[src/rtl/inc_dec_unit_if.sv]
// inc_dec_unit_if: request/result handshake bundle for inc_dec_unit
interface inc_dec_unit_if #(parameter int WIDTH = 8, parameter int STEP_W = 4);
  logic              en;
  logic              in_valid;
  logic              in_ready;
  logic [1:0]        op;
  logic [WIDTH-1:0]  a;
  logic [STEP_W-1:0] step;
  logic              out_valid;
  logic              out_ready;
  logic [WIDTH-1:0]  result;
  logic              ovf;
  logic              zero;
  modport master (
    output en, in_valid, op, a, step, out_ready,
    input  in_ready, out_valid, result, ovf, zero
  );
  modport slave (
    input  en, in_valid, op, a, step, out_ready,
    output in_ready, out_valid, result, ovf, zero
  );
endinterface

[src/rtl/inc_dec_unit.sv]
// inc_dec_unit: registered incrementer/decrementer with accumulator; INC_DEC_SAT_EN selects saturating arithmetic
module inc_dec_unit #(
  parameter int WIDTH  = 8,
  parameter int STEP_W = 4
) (
  input logic          clk,
  input logic          rst_n,
  inc_dec_unit_if.slave bus
);
  typedef enum logic [1:0] {INC, DEC, ACC_INC, CLR} op_t;
  logic [WIDTH-1:0] acc, step_x, nxt;
  logic [WIDTH:0]   sum;
  logic             accept;
  assign step_x     = WIDTH'(bus.step);
  assign bus.in_ready = bus.en && (!bus.out_valid || bus.out_ready);
  assign accept     = bus.in_valid && bus.in_ready;
  // Carry/borrow lands in the extra top bit of the widened sum
  always_comb
    sum = bus.op == INC     ? {1'b0, bus.a} + {1'b0, step_x} :
          bus.op == DEC     ? {1'b0, bus.a} - {1'b0, step_x} :
          bus.op == ACC_INC ? {1'b0, acc} + {1'b0, step_x} : '0;
`ifdef INC_DEC_SAT_EN
  assign nxt = !sum[WIDTH] ? sum[WIDTH-1:0] : bus.op == DEC ? '0 : '1;
`else
  assign nxt = sum[WIDTH-1:0];
`endif
  // Load result, flags and accumulator on accept; drop out_valid when drained
  always_ff @(posedge clk)
    if (!rst_n) begin
      bus.out_valid <= 1'b0;
      bus.result    <= '0;
      bus.ovf       <= 1'b0;
      bus.zero      <= 1'b0;
      acc           <= '0;
    end else if (accept) begin
      bus.out_valid <= 1'b1;
      bus.result    <= nxt;
      bus.ovf       <= sum[WIDTH];
      bus.zero      <= nxt == '0;
      acc           <= nxt;
    end else if (bus.out_ready)
      bus.out_valid <= 1'b0;
endmodule

[src/flat_wrapper.sv]
// flat-port wrapper written by rule: the top's interface ports become plain ports
module inc_dec_unit_flat 
#(
  parameter int WIDTH  = 8,
  parameter int STEP_W = 4
)
  (clk, rst_n, bus_en, bus_in_valid, bus_op, bus_a, bus_step, bus_out_ready, bus_in_ready, bus_out_valid, bus_result, bus_ovf, bus_zero);
  inc_dec_unit_if #(.WIDTH(WIDTH), .STEP_W(STEP_W)) bus_i ();
  input logic clk;
  input logic rst_n;
  input wire logic [$bits(bus_i.en)-1:0] bus_en;
  input wire logic [$bits(bus_i.in_valid)-1:0] bus_in_valid;
  input wire logic [$bits(bus_i.op)-1:0] bus_op;
  input wire logic [$bits(bus_i.a)-1:0] bus_a;
  input wire logic [$bits(bus_i.step)-1:0] bus_step;
  input wire logic [$bits(bus_i.out_ready)-1:0] bus_out_ready;
  output wire logic [$bits(bus_i.in_ready)-1:0] bus_in_ready;
  output wire logic [$bits(bus_i.out_valid)-1:0] bus_out_valid;
  output wire logic [$bits(bus_i.result)-1:0] bus_result;
  output wire logic [$bits(bus_i.ovf)-1:0] bus_ovf;
  output wire logic [$bits(bus_i.zero)-1:0] bus_zero;
  assign bus_i.en = bus_en;
  assign bus_i.in_valid = bus_in_valid;
  assign bus_i.op = bus_op;
  assign bus_i.a = bus_a;
  assign bus_i.step = bus_step;
  assign bus_i.out_ready = bus_out_ready;
  assign bus_in_ready = bus_i.in_ready;
  assign bus_out_valid = bus_i.out_valid;
  assign bus_result = bus_i.result;
  assign bus_ovf = bus_i.ovf;
  assign bus_zero = bus_i.zero;
  inc_dec_unit #(.WIDTH(WIDTH), .STEP_W(STEP_W)) u_core (.clk(clk), .rst_n(rst_n), .bus(bus_i));
endmodule
[config.mk]
export PLATFORM = sky130hd
export DESIGN_NAME = inc_dec_unit_flat
export DESIGN_NICKNAME = d
export VERILOG_FILES = /design/src/rtl/inc_dec_unit_if.sv /design/src/rtl/inc_dec_unit.sv /design/src/flat_wrapper.sv
export SDC_FILE = /design/constraint.sdc
export NUM_CORES = 1
export LEC_CHECK = 0
export CELL_PAD_IN_SITES_DETAIL_PLACEMENT = 1
export CELL_PAD_IN_SITES_GLOBAL_PLACEMENT = 1
export CORE_MARGIN = 1
export CORE_UTILIZATION = 35
export CTS_CLUSTER_DIAMETER = 200
export CTS_CLUSTER_SIZE = 25
export DETAILED_ROUTE_END_ITERATION = 16
export GPL_TIMING_DRIVEN = 0
export PLACE_DENSITY = 0.75
export SYNTH_ARGS = -nofsm -noshare
export SYNTH_HDL_FRONTEND = slang
export SYNTH_SLANG_ARGS = --single-unit
[constraint.sdc]
create_clock -name clk -period 3.04 [get_ports clk]
set_input_delay 0.304 -clock clk [delete_from_list [all_inputs] [get_ports clk]]
set_output_delay 0.304 -clock clk [all_outputs]
set_load 0.02 [all_outputs]
**Word level (Yosys, flattened, before mapping)**

Cells that the tools add are included.

- Register bits after elaboration: 11
- Input bits: 19
- Output and inout port bits: 12
- Logic and storage cells: 21

- $add $sub $neg: 3
- Equality and inequality tests: 2
- Muxes and demuxes: 5
- Reduce and logical (&&, ||, !) cells: 7

Operator list:

| operator | count |
|---|---|
| $mux 9 | 3 |
| $add 8x4->9 | 2 |
| $sub 8x4->9 | 1 |
| $logic_not 8->1 | 1 |
| $eq 2x1->1 const B | 1 |
| $eq 2x2->1 const B | 1 |
| $logic_and 1x1->1 | 2 |
| $logic_not 2->1 | 1 |
| $mux 1 | 2 |
| $reduce_bool 2->1 | 1 |
| $logic_not 1->1 | 1 |
| $logic_or 1x1->1 | 1 |

**Logic depth before layout (Yosys ltp)**

Gate-level depths: netlist of the first run.

- Depth after elaboration: 5
- Gate-level depth with buffers: 10
- Gate-level depth less buffers: 10

**Worst setup path after synthesis of the first run**

OpenSTA, ideal clock, no wires.

- Path kind: input to register
- From: in bus_a[0]
- To: reg u_core.bus.zero
- Setup time: 0.096 ns
- Arrival: 2.215 ns
- Data required time: 2.944 ns
- Slack: 0.730 ns
- Stages on the path: 10
- Path buffers: 0
- Path through: inv_1 > ha_1 > inv_1 > fa_1 > nand2b_1 > a32oi_2 > nand3_1 > a311o_1 > or4_1 > o41ai_2

- Cells in the longest elaborated chain, start to end: 4
- Elaborated cells between the ends (all ways): 5
- Classes of those cells: add/sub: 2; mux: 2; reduce/logical: 1

RTL lines:

| item | RTL line | RTL |
|---|---|---|
| from (decl) | flat_wrapper.sv:14 | `input wire logic [$bits(bus_i.a)-1:0] bus_a;` |
| $sub 8x4->9 | inc_dec_unit.sv:20 | `bus.op == DEC ? {1'b0, bus.a} - {1'b0, step_x} :` |
| $mux 9 | inc_dec_unit.sv:20 |  |
| $mux 9 (*) | inc_dec_unit.sv:19 | `sum = bus.op == INC ? {1'b0, bus.a} + {1'b0, step_x} :` |
| $logic_not 8->1 (*) | inc_dec_unit.sv:39 | `bus.zero <= nxt == '0;` |
| to (signal assigned) | inc_dec_unit.sv:33 | `bus.zero <= 1'b0;` |
| to (signal assigned) | inc_dec_unit.sv:39 |  |
| to (decl) | inc_dec_unit_if.sv:20 | `output in_ready, out_valid, result, ovf, zero` |

Every way passes the cells marked *; elsewhere a longest branch is shown, timed or not.
A chain may end at the register's enable or synchronous reset.

**Worst setup path after layout of the first run**

- From: in bus_step[1]
- To: reg u_core.bus.zero

- Cells in the longest elaborated chain, start to end: 5
- Elaborated cells between the ends (all ways): 7
- Classes of those cells: add/sub: 3; mux: 3; reduce/logical: 1

RTL lines:

| item | RTL line | RTL |
|---|---|---|
| from (decl) | flat_wrapper.sv:15 | `input wire logic [$bits(bus_i.step)-1:0] bus_step;` |
| $add 8x4->9 | inc_dec_unit.sv:21 | `bus.op == ACC_INC ? {1'b0, acc} + {1'b0, step_x} : '0;` |
| $mux 9 | inc_dec_unit.sv:21 |  |
| $mux 9 | inc_dec_unit.sv:20 |  |
| $mux 9 (*) | inc_dec_unit.sv:19 |  |
| $logic_not 8->1 (*) | inc_dec_unit.sv:39 |  |

Marks and branches as above.

==> results of run 1 <==
## metal layers
| metal | global-route usage, % | routed length [microns] | up-vias |
|---|---|---|---|
| li1 | - | - | 685 |
| met1 | 26.8 | 1830 | 671 |
| met2 | 40.8 | 1970 | 24 |
| met3 | 2.55 | 117 | 5 |
| met4 | 4.65 | 31 | 0 |
| met5 | 0 | 0 | - |
## Yosys cell counts, types with 2 or more instances
master                     count  area (sq um)
sky130_fd_sc_hd__nor2_1       16          60.1
sky130_fd_sc_hd__inv_1        13          48.8
sky130_fd_sc_hd__ha_1         12           150
sky130_fd_sc_hd__dfxtp_1      11           220
sky130_fd_sc_hd__nor3_1       11          55.1
sky130_fd_sc_hd__a21oi_1      10          50.1
sky130_fd_sc_hd__nand2_1       8          30.0
sky130_fd_sc_hd__nor2b_1       6          37.5
sky130_fd_sc_hd__nand3_1       5          25.0
sky130_fd_sc_hd__o21ai_0       5          25.0
sky130_fd_sc_hd__a211oi_1      4          30.0
sky130_fd_sc_hd__nand2b_1      4          25.0
sky130_fd_sc_hd__o22ai_1       4          25.0
sky130_fd_sc_hd__fa_1          3          60.1
sky130_fd_sc_hd__nor4_1        3          18.8
sky130_fd_sc_hd__o21a_1        3          22.5
sky130_fd_sc_hd__o31ai_1       3          22.5
sky130_fd_sc_hd__or3_1         3          18.8
sky130_fd_sc_hd__xnor2_1       3          26.3
sky130_fd_sc_hd__a211o_1       2          17.5
sky130_fd_sc_hd__and2_1        2          12.5
sky130_fd_sc_hd__and3_1        2          12.5
sky130_fd_sc_hd__clkbuf_1      2          7.51
sky130_fd_sc_hd__mux2i_1       2          20.0
sky130_fd_sc_hd__o21ai_1       2          10.0
sky130_fd_sc_hd__xor2_1        2          17.5
## worst paths after layout
path / slack (ns) / endpoint / cells past startpoint
setup / recovery: 0.25 / u_core.bus.zero / 9
hold / removal: 0.50 / u_core.bus.ovf / 2
setup reg to reg: 0.67 / u_core.bus.zero / 7
hold reg to reg: 0.50 / u_core.bus.ovf / 2
## power by group
| group | switching [mW] | internal [mW] | leakage (nW) |
|---|---|---|---|
| sequential | 0.00942 | 0.153 | 0.0902 |
| combinational | 0.120 | 0.101 | 0.550 |
| clock | 0.0459 | 0.0508 | 0.0150 |
## area by class of cell
class | count | area (sq um)
Inverter | 13 | 48.8
Tap cell | 46 | 57.6
Clock buffer | 4 | 26.3
Buffer | 4 | 23.8
Multi-Input combinational cell | 137 | 983
Sequential cell | 11 | 220
Timing Repair Buffer | 30 | 300
Fill cell | 442 | 1760
## flip-flops by register name, indices dropped and copies added, names as in the netlist
signal,flops
u_core.bus.result,8
u_core.bus.out_valid,1
u_core.bus.ovf,1
u_core.bus.zero,1
## worst min-delay path, stage by stage, from the launching register on
cell and delay [ns]:
sky130_fd_sc_hd__dfxtp_1 0.31, sky130_fd_sc_hd__nor2_1 0.10, sky130_fd_sc_hd__a311oi_1 0.05
## cell usage in the layout, fill, tap and decap left out, drive strengths merged, types with 2 or more instances in the layout
cell           netlist  final
nor3                11     11
nand2                8      8
dfxtp               11     11
o21a                 3      3
a21oi               10     10
o41ai                2      2
nand2b               5      5
fa                   3      3
xor2                 2      2
or3                  3      3
a211o                2      2
buf                  2      2
nor2b                6      6
o21ai                7      7
nor4                 3      3
and2                 2      2
inv                 13     13
o31ai                3      3
clkdlybuf4s50        0     30
xnor2                3      3
ha                  12     12
nor2                16     16
clkbuf               2      6
nand3                5      5
o22ai                4      4
mux2i                2      2
a211oi               4      4
and3                 2      2
## logic make-up (layout without fill, tap and decap cells)
kind of cell	Yosys count	after routing	synth area share, %
multiplexers	2	2	1.57
adder cells (fa/ha/maj)	15	15	16.5
AND/OR/NAND/NOR	64	64	25.9
XOR/XNOR	5	5	3.43
buffers and inverters	17	51	5.69
flip-flops	11	11	17.3
AO/OA/AOI/OAI	51	51	29.7
## stage by stage
step / hold WS [ns] / util, %
2_1_floorplan: 0.422 / -
3_3_place_gp: 0.484 / 47.8
6_report: 0.502 / 48.6
4_1_cts: 0.507 / 48.6
5_1_grt: 0.523 / 48.6
3_5_place_dp: 0.499 / 47.8
==> results list, run 1 <==
* Power per cell area: 289 nW/um^2
- On the worst path, the slowest cell contributes a delay of between 0.5 and 0.6 ns.
- Clock latency of the later-clocked register in the worst-skew pair: around 0.27 ns
- Yosys reg bits: 11
- Number of endpoints failing setup at the final stage: 0
- Count of cell types in the netlist: 50
- Setup repair after global routing left no endpoint under its margin.
* Slack of the critical path: between 0.2 and 0.3 ns
- For this run, the number of Yosys warnings is 0.
* First-iteration detailed-routing DRC count: 46
- VDD sags by at most approximately 0.18 mV.
- Summed over all layers, the routed wires come to between 3000 and 4000 microns.
* Post-cts hold buffer count: 0
- Number of buffers created by CTS: 3
- The share of the Yosys chip area taken by registers is between 15 and 20%.
- In this run the vertical extent of the chip is between 60 and 70 microns.
* Mapped Nets: around 200
- Overall power consumption: approximately 0.48 mW
- I/O pin count: 31
* Clock tree from TritonCTS: yes
- Measured against its own limit, the worst slew margin works out to approximately two thirds.
- Placed cell area: between 1500 and 2000 sq um
- Port buffering added 30 buffers.
* Max stage delay cell, worst path: sky130_fd_sc_hd__clkdlybuf4s50_1
* Post-CTS setup-driven buffer insertion count: 0
* Endpoint arrival time on the critical path: about 3.0 ns
* Hold Crit Start: u_core.bus.ovf
* RD Place Congestion: just under 0.8
- In this run the deepest clock path goes through 2 buffers.
- N_diodes: 0
* CP Cell Sequence: clkdlybuf4s50_1, inv_1, fa_1, mux2i_1, xor2_1, o22ai_1, a311o_1, or4_1, o41ai_2
* Number of buffer and inverter stages on the critical path: 2
- For the pin with the worst max-slew slack, the measured transition is about 0.5 ns.
- The via count of the first global-routing pass was approximately 1,500.
- Number of violations of the max-capacitance limit: 0
- The clock period could shrink to approximately 2.8 ns.
* Maximum number of pins on one net before global-route repair: 11
* First-pass DRT Iterations: 4
- The count of final hold-check violations is 0.
* First-pass GRT wire length: roughly 6900 microns
* CP endpoint kind: register
- Synthesis-to-layout area growth: 30.1%
- Row Count: 21
- Before CTS, the worst setup slack after placement is -0.0370 ns.
* Final nets: between 200 and 250
- Critical path origin: bus_step[1]
- The initial utilization of the core area, before any placement, comes to 37.4%.
- Data on the critical path is required at its endpoint by 3.21 ns.
* Antenna violation net count after detailed routing: 0
* Drc violations: 0
* Setup TNS Final: 0 ns
- Averaged over all synthesized cells, the footprint is between 7 and 8 sq um.
- After legalization and detailed placement, the total HPWL measured ~3300 microns.
- In this run the horizontal extent of the chip is between 60 and 70 microns.
- Startpoint kind of the worst setup timing path: input port
- In the synthesized netlist the async set-or-reset flop fraction comes to 0%.
- Type of the tightest min-delay check: reg2reg
- Setup CP Type: in2reg
- The final critical path takes up around nine tenths of the cycle.
- Global routing used 21.9% of the available tracks across all layers.
- The cell sitting at the root of the clock tree is a sky130_fd_sc_hd__clkbuf_4.
- The clock net in this run drives a total of 11 sinks.
- After routing the design area is between 1500 and 2000 sq um.
- The initial antenna violation count was 0.
- The final count of pins violating max slew came to 0.
- Yosys mapped a number of flops with a built-in enable equal to 0.
* Overflow left after global routing: 0
- Reg2reg start: u_core.bus.result[0]
- Outcome: completed
- Detailed-route wire length per cell: approximately 16 microns
- Synthesis handed over a netlist of 165 instances.
* Largest delay share family, worst path: buffers and inverters
* CTS clk-pin slew, worst paths: ~0.060 ns
- For this run, the top clock speed supported by timing is 359 MHz.
- Number of non-filler instances in the completed layout: between 200 and 250
- Fraction of final layout cells sized beyond drive strength 1: just over 5%
* Routed via count: 1,385
* Floorplan die area: 3890 sq um
* CP Max Fanout: 4
* Number of levels in the clock H-tree: 1
- Including well taps, the total number of placed cells is ~240.
- Once the clock tree was built, the resizer swapped 0 gates to a different size.
* Main synth FF type: sky130_fd_sc_hd__dfxtp_1
* Core footprint: 3420 sq um
* Cell area after synthesis: 1280 sq um
- Clock skew on the completed layout was measured at around 0.0015 ns.
* Leakage power total: approximately 0.65 nW
- Post-DR vias/cell: approximately 5.7
No activity file was read; power rests on OpenSTA's default activity.
==> inputs of run 2 (changes only) <==
CORE_ASPECT_RATIO = 1.75   (was unset)
CORE_MARGIN = unset   (was 1)
SLEW_MARGIN = 5   (was unset)
==> results list, run 2 (same netlist as run 1, synthesis figures left out) <==
- The die area came to 3900 sq um (+0.24%).
- Post-DR vias/cell: 5.75 (+1.7%)
- Maximum number of pins on one net before global-route repair: 11 (unchanged)
* Placed cell area: 1630 sq um (about the same)
- Compared with the post-synthesis result, the final layout area differs by 31.7%.
- Number of global-route vias before repair: 1,468 (-2.3%)
* Largest register FFs: 8 (unchanged)
* Filler instances: 455 (+2.9%)
* Number of endpoints failing setup at the final stage: 0 (unchanged)
- Biggest register: u_core.bus.result
- Overflow left after global routing: 0 (unchanged)
- Slack of the critical path: 0.209 ns (-0.0450 ns)
- Power per cell area: 315 nW/um^2 (+9.2%)
- Worst hold path cell count: 2 (unchanged)
- Number of levels in the clock H-tree: 1 (unchanged)
- The number of setup buffers added after CTS was 0 (unchanged).
- The number of primary I/O pins was 31 (unchanged).
- The initial antenna violation count came to 0 (unchanged).
- The standard cell core area came to 3430 sq um (+0.51%).
- N_diodes: 0 (unchanged)
- The slowest stage of the critical path belongs to the cell sky130_fd_sc_hd__clkdlybuf4s50_1.
* Setup TNS Final: 0 ns (unchanged)
* Drc violations: 0 (unchanged)
- Startpoint kind of the worst setup timing path: input port
* Type of the tightest min-delay check: reg2reg
* Final nets: 234 (unchanged)
* Area used by multi-input combinational logic: 983 sq um (unchanged)
- First-pass GRT wire length: 6510 microns (-5.8%)
- Number of violations of the max-capacitance limit: 0 (unchanged)
* Reg2reg start: u_core.bus.result[0]
- CP Max Fanout: 3 (-1)
- The number of CTS-inserted buffers was 3 (unchanged).
- The maximum root-to-sink buffer count came to 2 (unchanged).
* Commonest non-fill, non-tap cell in the layout: sky130_fd_sc_hd__clkdlybuf4s50_1
* Final count of hold timing violations: 0 (unchanged)
- Placement Setup Slack: -0.0549 ns (-0.0179 ns)
- RSZ-0062 raised after global routing: no
- The data required time at the worst endpoint was 3.18 ns (-0.03 ns).
- Commonest cells after routing, fill and taps aside: sky130_fd_sc_hd__clkdlybuf4s50_1, sky130_fd_sc_hd__nor2_1, sky130_fd_sc_hd__inv_1
- Sequential cell area in the final layout: 220 sq um (unchanged)
- The fmax was 353 MHz (-1.6%).
* HPWL after detailed placement: 3390 microns (+3.1%)
* Peak ir drop on the vdd network: 0.276 mV (+57%)
- Core Util, Final: 48.9% (+0.34 points)
* Number of max-slew violations in the final report: 0 (unchanged)
- The flow ran to the end, and the final reports show no timing, DRC or antenna violations.
* Row Count: 28 (+33%)
- Setup CP Type: in2reg
- In this run the most critical hold path is launched from u_core.bus.zero.
* CP endpoint kind: register
- The layout cell share with drive strength beyond 1 came to 5.03% (unchanged).
- CTS clk-pin slew, worst paths: 0.05 ns (about the same)
* Clock tree from TritonCTS: yes
- Destination of the worst register-to-register timing path: u_core.bus.zero
* Tightest slew margin relative to the limit: 66.0% (-1.2 points)
- Overall power consumption: 0.530 mW (+10%)
* Tot GR Track Use: 23.3% (+1.4 points)
- Cells on worst reg2reg path: 7 (unchanged)
- Floorplan die height: 81.9 microns (+31%)
* Endpoint, Worst Hold: u_core.bus.zero
- The iteration-0 DRC count of the detailed router is 29 (-37%).
* Final Critical Period: 2.83 ns (+0.0450 ns)
- First-pass DRT Iterations: 4 (unchanged)
* Initial Util: 37.2% (-0.19 points)
- The share of the clock period used by the worst path came to 93.1% (+1.5 points).
- Critical path origin: bus_step[0]
* Clock latency of the later-clocked register in the worst-skew pair: 0.24 ns (-0.03 ns)
- The internal reg-to-reg setup slack came to 0.69 ns (+0.02 ns).
* CP Cell Sequence: clkdlybuf4s50_1, ha_1, inv_1, fa_1, mux2i_1, xor2_1, o22ai_1, a311o_1, or4_1, o41ai_2
* Fin area: 1680 sq um (+1.2%)
- The via count came to 1,403 (+1.3%).
* Slew at the pin with the worst max-slew slack: 0.505 ns (+0.0176 ns)
- The worst clock skew was 0.00146 ns (-0.0000180 ns).
- Antenna violation net count after detailed routing: 0 (unchanged)
- In this run the clock root is driven by a sky130_fd_sc_hd__clkbuf_8.
* Leakage power total: 0.672 nW (+2.6%)
- Largest stage delay on the critical path: 0.52 ns (-0.04 ns)
- The number of buffers added on ports was 30 (unchanged).
- Endpoint arrival time on the critical path: 2.97 ns (about the same)
- The die width was 47.6 microns (-24%).
- Total number of clock tree sinks: 11 (unchanged)
- Final WL: 4160 microns (+5.6%)
* Detailed-route wire length per cell: 17.1 microns (+6.1%)
- RD Place Congestion: 0.879 (+11%)
## run 2: routing by layer
metal	up-vias	share of wire, %	wire length (microns)	GRT usage (%)
met3	13	1.8	75	1.32
met2	32	56	2330	43.6
met5	-	0	0	0
met1	677	39	1630	23.2
li1	681	-	-	-
met4	0	3.1	127	13.9
## run 2: timing repair
| item | CTS | global route |
|---|---|---|
| hold buffers | 0 | 0 |
| setup endpoints to repair | 0 | 1 |
| resized for setup | 0 | 1 |
## run 2: final cells by class
type,instances,share of cell area [%]
plain buffers,4,1.41
clock buffers,4,2.68
inverters,13,2.90
multi-input cells,137,58.5
flip-flops and latches,11,13.1
well taps,45,3.35
repair buffers,30,18.0
## run 2: how the worst max path moves through the flow
stage                     slack (ns)         endpoint  cells after the start
after floorplan                 0.73  u_core.bus.zero                     10
after global placement         -0.01  u_core.bus.zero                      9
after detailed placement       -0.05  u_core.bus.zero                      9
after CTS                       0.16  u_core.bus.zero                      9
after global routing            0.03  u_core.bus.zero                     10
final                           0.21  u_core.bus.zero                     10
## run 2: where the power goes
group | leakage (nW) | total [mW] | switching, mW | internal (mW)
combinational | 0.559 | 0.221 | 0.121 | 0.101
clock | 0.0228 | 0.146 | 0.0536 | 0.0919
sequential | 0.0902 | 0.163 | 0.00944 | 0.154
## run 2: metrics by stage
stage,hold WS [ns],instances
6_report,0.514,244
5_1_grt,0.527,244
4_1_cts,0.517,244
3_5_place_dp,0.511,240
3_3_place_gp,0.487,240
2_1_floorplan,0.422,165
## run 2: worst max-delay path: cells and delay by family
family | cells | cell delay (ns)
fa+ha+maj | 2 | 0.58
mux | 1 | 0.20
xor+xnor | 1 | 0.18
buf+inv | 2 | 0.57
compound gates | 3 | 0.71
simple gates | 1 | 0.42
==> inputs of run 3 (changes only) <==
SLEW_MARGIN = unset   (was 5)
==> results of run 3 <==
No change in the layout: final DEF, timing and power equal those of run 2.
